**src/rtl/muldiv_unit_if.sv**
```systemverilog
// START/BUSY/DONE handshake bundle for the iterative multiply/divide unit.
interface muldiv_unit_if #(parameter int XLEN = 32);
  logic            START;
  logic            FLUSH;
  logic [2:0]      SELECT;
  logic [XLEN-1:0] OPERAND1;
  logic [XLEN-1:0] OPERAND2;
  logic            BUSY;
  logic            DONE;
  logic [XLEN-1:0] RESULT;

  modport master (output START, FLUSH, SELECT, OPERAND1, OPERAND2,
                  input  BUSY, DONE, RESULT);
  modport slave  (input  START, FLUSH, SELECT, OPERAND1, OPERAND2,
                  output BUSY, DONE, RESULT);
endinterface

```
**src/rtl/muldiv_unit.sv**
```systemverilog
// Iterative RV32M/RV64M multiply/divide: sign-magnitude operands, XLEN-cycle
// shift-add / restoring-divide core, one fix-up cycle, one-cycle fast path.
module muldiv_unit #(
  parameter int XLEN  = 32,
  parameter int CNT_W = $clog2(XLEN) + 1
) (
  input logic           CLK,
  input logic           RESET,
  muldiv_unit_if.slave  bus
);
  typedef enum logic [1:0] {S_IDLE, S_CALC, S_FIX, S_DONE} state_t;
  localparam logic [XLEN-1:0] MIN_NEG = {1'b1, {(XLEN-1){1'b0}}};

  state_t            state, state_nxt;
  logic [2:0]        op;
  logic [XLEN-1:0]   m, lo, acc, result;
  logic              neg;
  logic [CNT_W-1:0]  cnt;

  // ---------------- issue decode ----------------
  logic            is_div, op1_signed, op2_signed, sign1, sign2, res_neg;
  logic            div_zero, div_ovf, fast, accept, last;
  logic [XLEN-1:0] mag1, mag2, fast_res;

  always_comb begin
    is_div     = bus.SELECT[2];
    op1_signed = (bus.SELECT == 3'b000) || (bus.SELECT == 3'b001) || (bus.SELECT == 3'b010) ||
                 (bus.SELECT == 3'b100) || (bus.SELECT == 3'b110);
    op2_signed = (bus.SELECT == 3'b000) || (bus.SELECT == 3'b001) ||
                 (bus.SELECT == 3'b100) || (bus.SELECT == 3'b110);
    sign1      = op1_signed & bus.OPERAND1[XLEN-1];
    sign2      = op2_signed & bus.OPERAND2[XLEN-1];
    mag1       = sign1 ? -bus.OPERAND1 : bus.OPERAND1;
    mag2       = sign2 ? -bus.OPERAND2 : bus.OPERAND2;
    // remainder follows the dividend; everything else is the XOR of signs
    res_neg    = (is_div & bus.SELECT[1]) ? sign1 : (sign1 ^ sign2);
    div_zero   = is_div & (bus.OPERAND2 == '0);
    div_ovf    = is_div & ~bus.SELECT[0] & (bus.OPERAND1 == MIN_NEG) & (bus.OPERAND2 == '1);
    fast       = div_zero | div_ovf;
    if (div_zero) fast_res = bus.SELECT[1] ? bus.OPERAND1 : '1;
    else          fast_res = bus.SELECT[1] ? '0 : bus.OPERAND1;
    accept     = bus.START & ~bus.FLUSH & ((state == S_IDLE) || (state == S_DONE));
    last       = (cnt == CNT_W'(XLEN - 1));
  end

  // ---------------- iteration step ----------------
  logic [XLEN:0] mul_sum, div_sh, div_diff;

  always_comb begin
    mul_sum  = {1'b0, acc} + {1'b0, (lo[0] ? m : {XLEN{1'b0}})};
    // guard bit: the shifted partial remainder can exceed XLEN bits
    div_sh   = {acc, lo[XLEN-1]};
    div_diff = div_sh - {1'b0, m};
  end

  // ---------------- fix-up ----------------
  logic [2*XLEN-1:0] prod_s;
  logic [XLEN-1:0]   quo_s, rem_s, fix_res;

  always_comb begin
    prod_s = neg ? -{acc, lo} : {acc, lo};
    quo_s  = neg ? -lo  : lo;
    rem_s  = neg ? -acc : acc;
    case (op)
      3'b000:                 fix_res = prod_s[XLEN-1:0];
      3'b001, 3'b010, 3'b011: fix_res = prod_s[2*XLEN-1:XLEN];
      3'b100, 3'b101:         fix_res = quo_s;
      default:                fix_res = rem_s;
    endcase
  end

  // ---------------- FSM ----------------
  always_ff @(posedge CLK) begin
    if (!RESET) state <= S_IDLE;
    else        state <= state_nxt;
  end

  always_comb begin
    state_nxt = state;
    case (state)
      S_IDLE, S_DONE: state_nxt = accept ? (fast ? S_DONE : S_CALC) : S_IDLE;
      S_CALC:         state_nxt = bus.FLUSH ? S_IDLE : (last ? S_FIX : S_CALC);
      S_FIX:          state_nxt = bus.FLUSH ? S_IDLE : S_DONE;
      default:        state_nxt = S_IDLE;
    endcase
  end

  always_comb begin
    bus.BUSY   = (state == S_CALC) || (state == S_FIX);
    bus.DONE   = (state == S_DONE);
    bus.RESULT = result;
  end

  // ---------------- datapath ----------------
  always_ff @(posedge CLK) begin
    if (!RESET) begin
      op <= '0; m <= '0; lo <= '0; acc <= '0; neg <= 1'b0; cnt <= '0; result <= '0;
    end else if (accept) begin
      op  <= bus.SELECT;
      neg <= res_neg;
      cnt <= '0;
      acc <= '0;
      // m holds the multiplicand or divisor; lo holds multiplier or dividend
      m   <= is_div ? mag2 : mag1;
      lo  <= is_div ? mag1 : mag2;
      if (fast) result <= fast_res;
    end else if (state == S_CALC && !bus.FLUSH) begin
      cnt <= cnt + 1'b1;
      if (op[2]) begin
        acc <= div_diff[XLEN] ? div_sh[XLEN-1:0] : div_diff[XLEN-1:0];
        lo  <= {lo[XLEN-2:0], ~div_diff[XLEN]};
      end else begin
        acc <= mul_sum[XLEN:1];
        lo  <= {mul_sum[0], lo[XLEN-1:1]};
      end
    end else if (state == S_FIX && !bus.FLUSH) begin
      result <= fix_res;
    end
  end
endmodule

```
**src/flat_wrapper.sv**
```systemverilog
// flat-port wrapper written by rule: the top's interface ports become plain ports
module muldiv_unit_flat 
#(
  parameter int XLEN  = 32,
  parameter int CNT_W = $clog2(XLEN) + 1
)
  (CLK, RESET, bus_START, bus_FLUSH, bus_SELECT, bus_OPERAND1, bus_OPERAND2, bus_BUSY, bus_DONE, bus_RESULT);
  muldiv_unit_if #(.XLEN(XLEN)) bus_i ();
  input logic CLK;
  input logic RESET;
  input wire logic [$bits(bus_i.START)-1:0] bus_START;
  input wire logic [$bits(bus_i.FLUSH)-1:0] bus_FLUSH;
  input wire logic [$bits(bus_i.SELECT)-1:0] bus_SELECT;
  input wire logic [$bits(bus_i.OPERAND1)-1:0] bus_OPERAND1;
  input wire logic [$bits(bus_i.OPERAND2)-1:0] bus_OPERAND2;
  output wire logic [$bits(bus_i.BUSY)-1:0] bus_BUSY;
  output wire logic [$bits(bus_i.DONE)-1:0] bus_DONE;
  output wire logic [$bits(bus_i.RESULT)-1:0] bus_RESULT;
  assign bus_i.START = bus_START;
  assign bus_i.FLUSH = bus_FLUSH;
  assign bus_i.SELECT = bus_SELECT;
  assign bus_i.OPERAND1 = bus_OPERAND1;
  assign bus_i.OPERAND2 = bus_OPERAND2;
  assign bus_BUSY = bus_i.BUSY;
  assign bus_DONE = bus_i.DONE;
  assign bus_RESULT = bus_i.RESULT;
  muldiv_unit #(.XLEN(XLEN), .CNT_W(CNT_W)) u_core (.CLK(CLK), .RESET(RESET), .bus(bus_i));
endmodule
```
**config.mk**
```make
export PLATFORM = sky130hd
export DESIGN_NAME = muldiv_unit_flat
export DESIGN_NICKNAME = d
export VERILOG_FILES = /design/src/rtl/muldiv_unit_if.sv /design/src/rtl/muldiv_unit.sv /design/src/flat_wrapper.sv
export SDC_FILE = /design/constraint.sdc
export NUM_CORES = 1
export LEC_CHECK = 0
export CAP_MARGIN = 20
export CORE_ASPECT_RATIO = 1.4
export CORE_UTILIZATION = 43
export CTS_CLUSTER_SIZE = 40
export DETAILED_ROUTE_END_ITERATION = 6
export REMOVE_ABC_BUFFERS = 1
export SETUP_SLACK_MARGIN = 0.5
export SYNTH_ARGS = -nofsm -noshare
export SYNTH_HDL_FRONTEND = slang
export SYNTH_SLANG_ARGS = --single-unit
```
**constraint.sdc**
```tcl
create_clock -name CLK -period 8.39 [get_ports CLK]
set_input_delay 1.678 -clock CLK [delete_from_list [all_inputs] [get_ports CLK]]
set_output_delay 1.678 -clock CLK [all_outputs]
set_load 0.01 [all_outputs]
```
Word level (Yosys, flattened, before mapping) --
Index checks and enable logic that the tools add are counted.
Cells by class: bitwise gates (word level) 15, mux-type cells 28, eq/ne operators 17, $add $sub $neg 8, reductions and logical operators 22
Operators with widths (number):
- $mux W32 | 19
- $neg A32 Y32 | 4
- $pmux W32 S3 | 1
- $eq A32 B32 Y1 const B | 2
- $mux W64 | 1
- $neg A64 Y64 | 1
- $add A32 B32 Y33 | 1
- $sub A33 B32 Y33 | 1
- $logic_not A32 Y1 | 1
- $eq A3 B3 Y1 const B | 4
- $mux W2 | 5
- $and A1 B1 Y1 | 9
- $eq A3 B2 Y1 const B | 3
- $logic_or A1 B1 Y1 | 8
- $add A6 B1 Y6 const B | 1
- $eq A3 B1 Y1 const B | 2
- $eq A6 B5 Y1 const B | 1
- $logic_not A3 Y1 | 2
- $pmux W2 S3 | 1
- $reduce_or A2 Y1 | 3
- $eq A2 B2 Y1 const B | 2
- $ne A2 B1 Y1 const B | 2
- $not A1 Y1 | 4
- $reduce_bool A2 Y1 | 2
- 9 further kinds | 10
Storage, ports and cells: input port bits 71, register bits after elaboration 140

Longest topological paths before layout --
depth after elaboration 9, gate-level depth with buffers 15, gate-level depth less buffers 13

Least setup slack after synthesis --
OpenSTA, ideal clock, no wires.
path type input to register, start point in bus_OPERAND2[26], end point reg u_core.result[8], in the netlist u_core.bus.RESULT[8], arrival 3.865 ns, stages 9, setup slack 4.403 ns, path through or4_4 or3_1 or4_4 nor2_8 o21ai_2 and2_4 buf_2 a21oi_1 a21oi_1
On the way: longest elaborated chain between the ends 5
RTL lines:
- start, declared | RTL line flat_wrapper.sv:15 | input wire logic [$bits(bus_i.OPERAND2)-1:0] bus_OPERAND2;
- $eq A32 B32 Y1 / $logic_not A32 Y1 (equally long branches) | RTL line muldiv_unit.sv:38, muldiv_unit.sv:37
- $and A1 B1 Y1 (on tied branches) | RTL line muldiv_unit.sv:38, muldiv_unit.sv:37
- $or A1 B1 Y1 / $mux W32 (equally long branches) | RTL line muldiv_unit.sv:39, muldiv_unit.sv:40
- $ne A2 B1 Y1 (no line) / $mux W32 (equally long branches)
- $reduce_and A3 Y1 (no line) / $mux W32 (equally long branches)
- end signal, assigned | RTL line muldiv_unit.sv:106 | if (fast) result <= fast_res;
- end signal, assigned | RTL line muldiv_unit.sv:117 | result <= fix_res;
- end, declared | RTL line muldiv_unit.sv:16 | logic [XLEN-1:0] m, lo, acc, result;
Several ways; a longest one is shown, not always the timed one. The select of a mux whose other input is x is not followed. A chain may end at the register's enable or synchronous reset.

Worst setup path after layout --
start point reg u_core.lo[31], end point reg u_core.acc[5]
On the way: longest elaborated chain between the ends 3
RTL lines:
- start, declared | RTL line muldiv_unit.sv:16
- start signal, assigned | RTL line muldiv_unit.sv:105 | lo <= is_div ? mag1 : mag2;
- start signal, assigned | RTL line muldiv_unit.sv:111 | lo <= {lo[XLEN-2:0], ~div_diff[XLEN]};
- start signal, assigned | RTL line muldiv_unit.sv:114 | lo <= {mul_sum[0], lo[XLEN-1:1]};
- $sub A33 B32 Y33 | RTL line muldiv_unit.sv:53 | div_diff = div_sh - {1'b0, m};
- $mux W32 | RTL line muldiv_unit.sv:110 | acc <= div_diff[XLEN] ? div_sh[XLEN-1:0] : div_diff[XLEN-1:0];
- $mux W32 | RTL line muldiv_unit.sv:109 | if (op[2]) begin
- end signal, assigned | RTL line muldiv_unit.sv:110
- end signal, assigned | RTL line muldiv_unit.sv:113 | acc <= mul_sum[XLEN:1];
- end, declared | RTL line muldiv_unit.sv:16
No other way between the ends.

==> flow_summary_export.csv <==
group,metric,value,unit
status,status,"finished, final reports clean",
timing,report.final.setup_viol,0,
route,firstDrtPassIters,5,
synth,synth.most_common_cell,"nand2_1",
critical_path,cpPeakStageDelay,0.57,ns
route,top_layer_used,"met4",
layout,final_cells,2510,
critical_path,critical_path_required,8.69,ns
critical_path,r2r_slack,3.34,ns
timing,period_needed,5.049,ns
layout,diodes,0,
timing,slew_violations,0,
synth,async_flop_share,0,
grt,grt_pass1_vias,14620,
layout,multi_input_area,11190,um^2
route,ant_nets,0,
die,initial_core_util,0.4362,
grt,grt_pass1_wl,81.92,mm
die,chipWidth,159.0,um
synth,synth_ff_type,"dfxtp_1",
synth,avgSynthCellArea,7.238,um^2
clock_tree,post_cts_buffers,0,
critical_path,reg2reg_from,"u_core.lo[31]",
clock_tree,clockRootBuffer,"clkbuf_16",
placed_design,hpwlAfterDp,40.42,mm
critical_path,r2r-end,"u_core.acc[5]",
die,die-area,35280,um^2
critical_path,cp_num_cells,14,
route,wl_per_cell,21.07,um
synth,synth_area,14840,um^2
die,io_pins,105,
critical_path,cp_slowest_cell,"dfxtp_1",
critical_path,critPathArrivalTime,5.35,ns
critical_path,crit_chain,"inv_1 -> ha_1 -> fa_1 -> nand2b_1 -> a21oi_1 -> o2111ai_1 -> a211o_1 -> a21oi_1 -> nor3_1 -> nor3_4 -> buf_4 -> mux2_2 -> a21oi_1 -> a211oi_1",
die,coreArea,34030,um^2
critical_path,endpoint_kind,"register",
power_and_ir_drop,swShare,0.3463,
grt,grt_max_degree,97,
grt,grt_use_total,0.2955,
flow_run,cap_violations,0,
synth,synth.yosys.seq_area_share,0.1888,
layout,regArea,2805,um^2
timing,tightest_slew,0.9941,ns
power_and_ir_drop,vdd_drop_max,127.4,uV
power_and_ir_drop,combPwrFrac,0.318,
clock_tree,clkSlewWorstSetupHoldPaths,0.06,ns
clock_tree,cts_buffers,17,
power_and_ir_drop,seq_power_share,0.317,
synth,synth_top_area_cell,"dfxtp_1",
power_and_ir_drop,powerDensity,138.3,nW/um^2
synth,synth.top_cell.area_share,0.1888,
critical_path,path_max_fanout,38,
power_and_ir_drop,p_sw,0.7976,mW
route,met3RoutedLength,2.737,mm
power_and_ir_drop,total_leakage_power,6.355,nW
synth,ys_types,91,
clock_tree,cts_tree,"built",
critical_path,cp_common_cell,"a21oi_1",
placed_design,io_buffers,104,
critical_path,path_buf_inv,2,
clock_tree,cts_hold_buf,0,
clock_tree,clk_path_buf_depth,2,
die,die_y,221.8,um
layout,fillers,3523,
clock_tree,clock-sinks,140,
critical_path,endpoint,"u_core.acc[5]",
critical_path,r2r_cells,14,
timing,max_freq,198.1,MHz
route,wl_met2,25.44,mm
critical_path,path_class,"reg2reg",
route,wl_met1,22.18,mm
grt,antenna_found_initial,0,
timing,rsz0062_at_grt,"no",
placed_design,place.gp.congestion,0.9152,
timing,tns,0,ns
synth,ys.warnings.count,0,
die,std_cell_rows,80,
route,drt-initial-drc-count,1035,
critical_path,startpoint,"u_core.lo[31]",
timing,period_share,0.6018,
clock_tree,worstSkewPairLatency,0.46,ns
layout,synthToLayoutAreaGrowth,12.21,%
route,route.detailed.drc,0,
synth,synthTopCellsByArea,"dfxtp_1 (19%), nand2_1 (6.3%), ha_1 (6.2%), xnor2_1 (5.6%), a21oi_1 (5.2%)",
critical_path,worst_setup_path_start_kind,"register",
critical_path,crit_family,"compound AO/OA/AOI/OAI gates",
placed_design,dp_cells,2479,
route,drt_wl_total,52.89,mm
power_and_ir_drop,p_clk_frac,0.365,
synth,synthCells,2051,
timing,clock_skew,0.01197,ns
layout,layout.nets,2193,
route,vias,15250,
layout,drive_above_1_share,0.05148,
timing,max-slew-margin-rel,0.3373,
grt,grt_overflow_total,0,
clock_tree,cts_resized,0,
synth,synth_edf_count,0,
clock_tree,htreeDepth,4,
worst_hold_path,hold_path.class,"reg2reg",
timing,hold_viol_final,0,
route,vias_per_cell,6.076,
power_and_ir_drop,power.internal,1.505,mW
synth,synth.top_cells.by_count,"nand2_1 (249), nor2_1 (156), a21oi_1 (153), dfxtp_1 (140), o21ai_0 (138)",
synth,synth_seq_cells,140,
## cells in the final DEF (no fill, tap or decap), types with 14 or more instances in the layout
| cell | n |
|---|---|
| maj3_1 | 20 |
| nand2_1 | 249 |
| nand3_1 | 36 |
| nand2b_1 | 20 |
| clkdlybuf4s50_1 | 102 |
| nor2_1 | 155 |
| or3_1 | 26 |
| a31oi_1 | 19 |
| a21o_1 | 34 |
| xor2_1 | 81 |
| o21ai_0 | 138 |
| dfxtp_1 | 138 |
| o21ai_1 | 24 |
| and2_1 | 25 |
| a21boi_0 | 46 |
| o211ai_1 | 101 |
| buf_4 | 19 |
| a21oi_1 | 153 |
| mux2i_1 | 50 |
| xnor2_1 | 95 |
| nand4_1 | 24 |
| ha_1 | 73 |
| a211oi_1 | 20 |
| nor4_1 | 14 |
| o31ai_1 | 26 |
| clkbuf_16 | 17 |
| a21boi_1 | 15 |
| nor2b_1 | 16 |
| o221ai_1 | 19 |
| nor3_1 | 32 |
| inv_1 | 69 |
## registers in the layout, indices dropped and copies added (netlist names)
register and cells:
u_core.state 2, u_core.op 3, u_core.acc 32, u_core.cnt 6
u_core.neg 1, u_core.lo 32, u_core.bus.RESULT 32, u_core.m 32
## power groups by stage
stage	logic, mW	clock network [mW]	registers, mW
2_1_floorplan	0.486	0	0.737
3_3_place_gp	0.713	0	0.743
3_5_place_dp	0.721	0	0.743
4_1_cts	0.725	0.847	0.729
5_1_grt	0.797	0.870	0.733
6_report	0.733	0.840	0.730
## worst register-to-register path, cell delays in order (launching register included)
cell and delay [ns]:
dfxtp_1 0.57, inv_1 0.34, ha_1 0.35, fa_1 0.41
nand2b_1 0.18, a21oi_1 0.38, o2111ai_1 0.23, a211o_1 0.35
a21oi_1 0.28, nor3_1 0.15, nor3_4 0.44, buf_4 0.50
mux2_2 0.45, a21oi_1 0.21, a211oi_1 0.07
## metal layers
layer,vias to the layer above,track usage
li1,7431,-
met1,7173,0.3575
met2,527,0.5065
met3,121,0.04115
met4,0,0.1545
met5,-,0
## how the worst min path moves through the flow
stage	startpoint	to	depth (start not counted)	slack, ns
4_1_cts	u_core.bus.RESULT[9]	u_core.bus.RESULT[9]	2	0.46
2_1_floorplan	u_core.m[11]	u_core.m[11]	2	0.44
3_3_place_gp	u_core.m[9]	u_core.m[9]	2	0.45
5_1_grt	u_core.bus.RESULT[9]	u_core.bus.RESULT[9]	2	0.49
3_5_place_dp	u_core.bus.RESULT[9]	u_core.bus.RESULT[9]	2	0.45
6_report	u_core.bus.RESULT[9]	u_core.bus.RESULT[9]	2	0.46
## cell families after synthesis
kind of cell	synth area share
AO/OA/AOI/OAI	0.3106
multiplexers	0.03827
buffers and inverters	0.05909
XOR/XNOR	0.1038
flip-flops	0.1888
AND/OR/NAND/NOR	0.2217
adder cells (fa/ha/maj)	0.07771
## layout make-up
class | instances | share of cell area
multi-input combinational | 1692 | 0.6717
sequential | 140 | 0.1684
clock buffer | 25 | 0.02975
timing repair buffer | 124 | 0.07211
tap | 451 | 0.03388
inverter | 72 | 0.01622
clock inverter | 6 | 0.007962
## stage by stage
step	setup slack [ns]	total power [mW]	util	instance area, um^2	hold WS (ns)
4_1_cts	3.405	2.300	0.4894	16660	0.4611
3_3_place_gp	3.351	1.456	0.4702	16000	0.4512
6_report	3.341	2.303	0.4894	16660	0.4593
3_5_place_dp	3.296	1.464	0.4710	16030	0.4503
5_1_grt	3.213	2.400	0.4894	16660	0.4918
2_1_floorplan	2.386	1.223	-	14240	0.4409
No activity file was read; power rests on OpenSTA's default activity.
